$ cat src/rtl/wave_env_adsr.sv
// rtl/wave_env_adsr.sv - ADSR envelope generator with two-stage waveform volume scaling.
module wave_env_adsr #(
    parameter int C_DAT_W = 12,
    parameter int C_ACC_W = 16
) (
    input  logic               CK_i,
    input  logic               RST_i,
    input  logic               EN_CK_i,
    input  logic               TICK_i,
    input  logic               GATE_i,
    input  logic [7:0]         ATTACK_i,
    input  logic [7:0]         DECAY_i,
    input  logic [7:0]         SUSTAIN_i,
    input  logic [7:0]         RELEASE_i,
    input  logic [C_DAT_W-1:0] WAVE_i,
    output logic [C_DAT_W-1:0] WAVE_o,
    output logic [7:0]         ENV_o,
    output logic [2:0]         STATE_o,
    output logic               BUSY_o
);

    localparam int C_P_W = C_DAT_W + 9;

    typedef enum logic [2:0] {
        ST_IDLE    = 3'd0,
        ST_ATTACK  = 3'd1,
        ST_DECAY   = 3'd2,
        ST_SUSTAIN = 3'd3,
        ST_RELEASE = 3'd4
    } state_t;

    state_t                    state_q, state_d;
    logic [C_ACC_W-1:0]        acc_q, acc_d;
    logic                      gate_dly_q, gate_dly_d;
    logic signed [C_P_W-1:0]   prod_q, prod_d;
    logic [C_DAT_W-1:0]        wave_q, wave_d;

    logic [8:0]                att_step, dec_step, rel_step;
    logic [C_ACC_W-1:0]        target;
    logic [C_ACC_W:0]          att_sum, dec_floor;
    logic                      gate_rise;
    logic                      gate_released;

    logic [7:0]                env;
    logic signed [C_DAT_W-1:0] s_val;
    logic [8:0]                g_val;
    logic signed [C_P_W-1:0]   s_ext, g_ext;
    logic [C_DAT_W-1:0]        r_val;
    logic                      unused_prod_bits;

    assign env = acc_q[C_ACC_W-1 -: 8];

    always_comb begin
        att_step      = {1'b0, ATTACK_i} + 9'd1;
        dec_step      = {1'b0, DECAY_i} + 9'd1;
        rel_step      = {1'b0, RELEASE_i} + 9'd1;
        target        = {SUSTAIN_i, {(C_ACC_W-8){1'b0}}};
        // One extra bit so neither the attack ceiling nor the decay floor can wrap.
        att_sum       = {1'b0, acc_q} + {{(C_ACC_W-8){1'b0}}, att_step};
        dec_floor     = {1'b0, target} + {{(C_ACC_W-8){1'b0}}, dec_step};
        gate_rise     = GATE_i & ~gate_dly_q;
        gate_released = ~GATE_i && (state_q == ST_ATTACK || state_q == ST_DECAY ||
                                    state_q == ST_SUSTAIN);
    end

    always_comb begin
        s_val = {~WAVE_i[C_DAT_W-1], WAVE_i[C_DAT_W-2:0]};
        g_val = (env == 8'hFF) ? 9'd256 : {1'b0, env};
        s_ext = {{(C_P_W-C_DAT_W){s_val[C_DAT_W-1]}}, s_val};
        g_ext = {{(C_P_W-9){1'b0}}, g_val};
        // Bits [C_DAT_W+7:8] of the product are the floor of p/256, already in range.
        r_val = prod_q[C_DAT_W+7:8];
    end

    assign unused_prod_bits = ^{prod_q[C_P_W-1], prod_q[7:0]};

    always_comb begin
        state_d    = state_q;
        acc_d      = acc_q;
        gate_dly_d = gate_dly_q;
        prod_d     = prod_q;
        wave_d     = wave_q;
        if (EN_CK_i) begin
            gate_dly_d = GATE_i;
            prod_d     = s_ext * g_ext;
            wave_d     = {~r_val[C_DAT_W-1], r_val[C_DAT_W-2:0]};
            // Gate transitions take priority over a coincident tick; ACC holds.
            if (gate_rise) begin
                state_d = ST_ATTACK;
            end else if (gate_released) begin
                state_d = ST_RELEASE;
            end else if (TICK_i) begin
                case (state_q)
                    ST_ATTACK: begin
                        if (att_sum >= {1'b0, {C_ACC_W{1'b1}}}) begin
                            acc_d   = {C_ACC_W{1'b1}};
                            state_d = ST_DECAY;
                        end else begin
                            acc_d = att_sum[C_ACC_W-1:0];
                        end
                    end
                    ST_DECAY: begin
                        if ({1'b0, acc_q} <= dec_floor) begin
                            acc_d   = target;
                            state_d = ST_SUSTAIN;
                        end else begin
                            acc_d = acc_q - {{(C_ACC_W-9){1'b0}}, dec_step};
                        end
                    end
                    ST_SUSTAIN: begin
                        acc_d = target;
                    end
                    ST_RELEASE: begin
                        if (acc_q <= {{(C_ACC_W-9){1'b0}}, rel_step}) begin
                            acc_d   = '0;
                            state_d = ST_IDLE;
                        end else begin
                            acc_d = acc_q - {{(C_ACC_W-9){1'b0}}, rel_step};
                        end
                    end
                    default: begin
                        acc_d = '0;
                    end
                endcase
            end
        end
    end

    always_ff @(posedge CK_i) begin
        if (RST_i) begin
            state_q    <= ST_IDLE;
            acc_q      <= '0;
            gate_dly_q <= 1'b0;
            prod_q     <= '0;
            wave_q     <= {1'b1, {(C_DAT_W-1){1'b0}}};
        end else begin
            state_q    <= state_d;
            acc_q      <= acc_d;
            gate_dly_q <= gate_dly_d;
            prod_q     <= prod_d;
            wave_q     <= wave_d;
        end
    end

    assign WAVE_o  = wave_q;
    assign ENV_o   = env;
    assign STATE_o = state_q;
    assign BUSY_o  = (state_q != ST_IDLE);

endmodule

$ cat config.mk
export PLATFORM = sky130hd
export DESIGN_NAME = wave_env_adsr
export DESIGN_NICKNAME = d
export VERILOG_FILES = /design/src/rtl/wave_env_adsr.sv
export SDC_FILE = /design/constraint.sdc
export NUM_CORES = 1
export LEC_CHECK = 0
export ABC_AREA = 1
export ABC_CLOCK_PERIOD_IN_PS = 5950
export CAP_MARGIN = 10
export CORE_MARGIN = 2
export CORE_UTILIZATION = 45
export CTS_CLUSTER_DIAMETER = 80
export DETAILED_ROUTE_END_ITERATION = 16
export PLACE_DENSITY = 0.73
export SLEW_MARGIN = 20
export SYNTH_ARGS = -nofsm -noshare
export SYNTH_HDL_FRONTEND = slang
export SYNTH_SLANG_ARGS = --single-unit
$ cat constraint.sdc
create_clock -name CK_i -period 5.95 [get_ports CK_i]
set_input_delay 1.19 -clock CK_i [delete_from_list [all_inputs] [get_ports CK_i]]
set_output_delay 1.19 -clock CK_i [all_outputs]
set_load 0.01 [all_outputs]
* Word-level counts from Yosys, hierarchy flattened
Index checks and enable logic that the tools add are counted.
** Storage, ports and cells
- Register bits after elaboration :: 52
- Input bits :: 49
- Output and inout port bits :: 24
** Cells by class
- Add/sub/neg operators :: 7
- Multipliers :: 1
- Order comparisons :: 3
- Eq/ne operators :: 8
- Mux-type cells :: 12
- Bitwise logic cells :: 7
- Reduce and logical (&&, ||, !) cells :: 8
** Operator list (count)
- 16-bit case mux with 4 select lines :: 1
- 16-bit two-way mux :: 3
- 16-bit by 9-bit adder with 17-bit output :: 2
- 16-bit by 9-bit subtractor with 16-bit output :: 2
- 8-bit by 1-bit adder with 9-bit output, second input constant :: 3
- 12-bit by 10-bit multiplier with 20-bit output :: 1
- 3-bit two-way mux :: 6
- 17-bit by 16-bit greater-or-equal comparator with 1-bit output, second input constant :: 1
- 16-bit by 17-bit less-or-equal comparator with 1-bit output :: 1
- 16-bit by 9-bit less-or-equal comparator with 1-bit output :: 1
- 9-bit two-way mux :: 1
- 3-bit case mux with 3 select lines :: 1
- 8-bit == test, second input constant :: 1
- 4-bit by 3-bit inequality test with 1-bit output, second input constant :: 2
- 3-bit by 2-bit == test with 1-bit output, second input constant :: 2
- 1-bit NOT :: 6
- 6-bit AND reduction :: 1
- 3-bit nonzero test :: 2
- 5-bit nonzero test :: 1
- 4-bit inequality test, second input constant :: 1
- 4-bit AND reduction :: 1
- 3-bit by 1-bit == test with 1-bit output, second input constant :: 1
- 3-bit == test, second input constant :: 1
- 1-bit logical OR :: 2
- other kinds (2) :: 2

* Longest topological paths before layout
- Depth after elaboration :: 8
- Gate-level depth with buffers :: 30

* Least setup slack after synthesis
Ideal clock, no wire load.
- Kind :: input to register
- Start :: input port WAVE_i[11]
- End :: register prod_q[19]
- Library setup time :: 0.116 ns
- Arrival :: 5.712 ns
- Path slack :: 0.122 ns
- Stages on the path :: 21
- Path buffers :: 1
- Cell sequence :: clkbuf_1 -> nor2_1 -> fa_1 -> inv_1 -> fa_1 -> inv_1 -> fa_1 -> fa_1 -> inv_1 -> fa_1 -> inv_1 -> ha_1 -> a21o_1 -> nor2_1 -> nor2_1 -> nor3_1 -> o21ai_0 -> nor2_1 -> xnor2_1 -> o21ai_0 -> inv_1
** On the way
- Longest elaborated chain between the ends :: 2
** RTL lines
- start: declaration :: line 15 : input logic [C_DAT_W-1:0] WAVE_i,
- 1-bit NOT :: line 67 : s_val = {~WAVE_i[C_DAT_W-1], WAVE_i[C_DAT_W-2:0]};
- 12-bit by 10-bit multiplier with 20-bit output :: line 85 : prod_d = s_ext * g_ext;
- end signal: assignment :: line 140 : prod_q <= prod_d;
- end: declaration :: line 35 : logic signed [C_P_W-1:0] prod_q, prod_d;
No other way between the ends.
A chain may end at the register's enable or synchronous reset.

* Worst setup path after layout
- Start :: input port WAVE_i[8]
- End :: register prod_q[18]
** On the way
- Longest elaborated chain between the ends :: 1
** RTL lines (line)
- 12-bit by 10-bit multiplier with 20-bit output :: 85
No other way between the ends.

==> results.toml <==
[floorplan]
fp.coreArea_mm2 = 0.0188
initial_core_util_pct = 46.2
num_rows = 50
die_x_um = 143
die_height_um = 143
io_pins = 73
dieArea_mm2 = 0.0204

[clock_network]
clk_path_buf_depth = 2
path_clk_slew_ns = 0.07
htreeDepth = 2
clock-sinks = 44
numCtsBuffers = 5
clk_latency_ns = 0.29
cts_tree = "done"
clock_tree.root_cell = "clkbuf_16"
hold_buffers = 0

[pwr]
clkPwrFrac_pct = 35.2
power_leakage_nw = 5.69
ir_worst_vdd_mv = 0.118
combPwrFrac_pct = 30.9
switchingPower_mw = 0.291
p_seq_share_pct = 33.9
power_density_mw_per_mm2 = 89.1
p_int_mw = 0.643
power_mw = 0.934
p_sw_share_pct = 31.1

[finish]
drive_gt1_share_pct = 10.9
ff_latch_area_um2 = 881
instances_no_fill = 1694
n_fill_cell = 1804
final_cell_mix = "nand2_1, inv_1, nor2_1"
final_common_cell = "nand2_1"
final_nets = 1651
antenna_cells_inserted = 0
multi_input_area_mm2 = 0.00681
area_delta_synth_final_pct = 20.6

[logic_synthesis]
ys.flop_type = "dfxtp_1"
yosysTopAreaCell = "fa_1"
synthTopCellsByArea = "fa_1, nand2_1, ha_1"
synth_area_mm2 = 0.00869
netlist-cell-type-count = 44
syn_area_per_cell_um2 = 6.66
yosysTopAreaCellShare_pct = 20.5
synth_seq_cells = 44
synthArstFlopShare_pct = 0
yosysWarnings = 0
synth_edf_count = 0
syn-num-nets = 1524
ys_seq_area_share_pct = 10.1
syn_inst = 1306

[setup_path]
crit_fanout = 7
critPathRequiredTime_ns = 6.13
path_class = "in -> reg"
start_kind = "input pin"
end_kind = "flip-flop"
arrival_ns = 5.93

[global_routing]
track_usage_pct = 24.2
use_met2_pct = 41.9
grt_antenna_before_repair = 0
grt_first_pass_wirelength_mm = 40.2
use_met3_pct = 3.15
grt.busiest_layer = "met2"
grt_pass1_vias = 8362
grt_max_degree = 36
overflow = 0
use_met1_pct = 32.0

[timing]
final_hold_viol_count = 0
hold-worst-slack_ns = 0.448
tightest_slew_ns = 0.731
fin_crit_sh_pct = 96.7
skew_ns = 0.00611
drv_slew = 0
fin_crit_ns = 5.75
slew_headroom_pct = 51.1
finalWorstSetupSlack_ns = 0.197
setup_violations = 0
max_freq_mhz = 174

[outcome]
run_status = "finished, final reports clean"

[drt]
wirelength_mm = 23.9
routedWlPerCell_um = 14.1
drt_iter0_markers = 621
first_pass_iters = 6
routed-via-count = 8566
ant_nets = 0
drc = 0
via_per_inst = 5.06

[placed_design]
post-place-ws_ns = -0.484
placement.io_buffers = 72
routabilityCongestion = 0.917
dpl.hpwl_mm = 19.9
placed_cells = 1683

[hold_path]
hold_class = "reg -> reg"

[flow_run]
drv_cap = 0
path summary, 6_finish.rpt:
kind                            startpoint          to  slack [ns]  cells after the start
worst max register to register   acc_q[15]  prod_q[17]        0.33                     29
worst min register to register  prod_q[19]  WAVE_o[11]        0.45                      1
worst min-delay path            prod_q[19]  WAVE_o[11]        0.45                      1
worst max-delay path             WAVE_i[8]  prod_q[18]        0.20                     24
synth_stat cells (2+ instances only):
library cell and number:
a21o_1 3, a21oi_1 57, a21oi_2 7, a31oi_1 4
buf_2 7, buf_4 10, buf_6 2, clkbuf_1 13
clkinv_1 2, dfxtp_1 44, fa_1 89, ha_1 80
inv_1 249, inv_2 2, nand2_1 300, nand2_2 4
nand3_1 63, nand3_2 12, nand3b_1 10, nand4_1 18
nor2_1 171, nor3_1 14, nor4_1 3, o21ai_0 49
o21ai_1 3, o21bai_1 4, o22ai_1 9, or2_1 3
or2_2 5, xnor2_1 15, xor2_1 41
flip-flops by register name, indices dropped and copies added (netlist names):
name and flops:
acc_q 16, WAVE_o 12, STATE_o 3, gate_dly_q 1, prod_q 12
power by group through the flow:
stage / Sequential [mW] / Clock (mW) / Combinational, mW
after CTS: 0.317 / 0.332 / 0.285
after floorplan: 0.324 / 0 / 0.163
after global placement: 0.323 / 0 / 0.280
after global routing: 0.318 / 0.347 / 0.322
final: 0.317 / 0.329 / 0.288
after detailed placement: 0.323 / 0 / 0.283
per-layer routing:
layer / share of wire, % / wire length [µm]
met1: 45 / 10800
met2: 47 / 11400
met3: 4.6 / 1110
met4: 2.9 / 705
met5: 0 / 0
cells by family after synthesis:
logic type / after synthesis / synth area share, %
AO/OA/AOI/OAI: 143 / 9.17
XOR/XNOR: 56 / 5.64
adder cells (fa/ha/maj): 169 / 32.0
buffers and inverters: 286 / 13.1
flip-flops: 44 / 10.1
AND/OR/NAND/NOR: 608 / 30.0
area by class of cell:
cell class	instances	area share (%)
Timing Repair Buffer	153	12.8
Sequential cell	44	8.40
Clock buffer	6	1.32
Multi-Input combinational cell	976	64.9
Tap cell	260	3.10
Inverter	253	9.10
Clock inverter	2	0.370
stage by stage:
stage	setup TNS [ns]	area, µm²	utilization (%)
finish	0	10500	55.7
global route	-0.0637	10500	55.7
CTS	0	10300	54.8
detailed placement	-3.26	10100	53.8
global placement	-2.32	10100	53.8
floorplan	0	8690	-
timing repair:
action,CTS,global route
pin swaps,0,27
gates resized for setup,9,41
buffers inserted,0,3
setup endpoints to repair,8,10
worst max-delay path: stages:
cell and delay (ns):
clkdlybuf4s50_1 0.47, buf_6 0.13, nand2_1 0.07, fa_1 0.48, inv_1 0.05, fa_1 0.48, fa_1 0.53, fa_1 0.53
inv_1 0.06, fa_1 0.54, inv_1 0.07, ha_4 0.28, buf_4 0.12, nand2_1 0.06, nor2_2 0.15, nand3_2 0.08
nand2_2 0.12, nand2_1 0.07, nand2_2 0.09, nand2_1 0.07, nand3_1 0.07, nand2_1 0.05, nor2_1 0.12, nor2_1 0.05
Note: power is estimated with default switching activity, not from simulation.
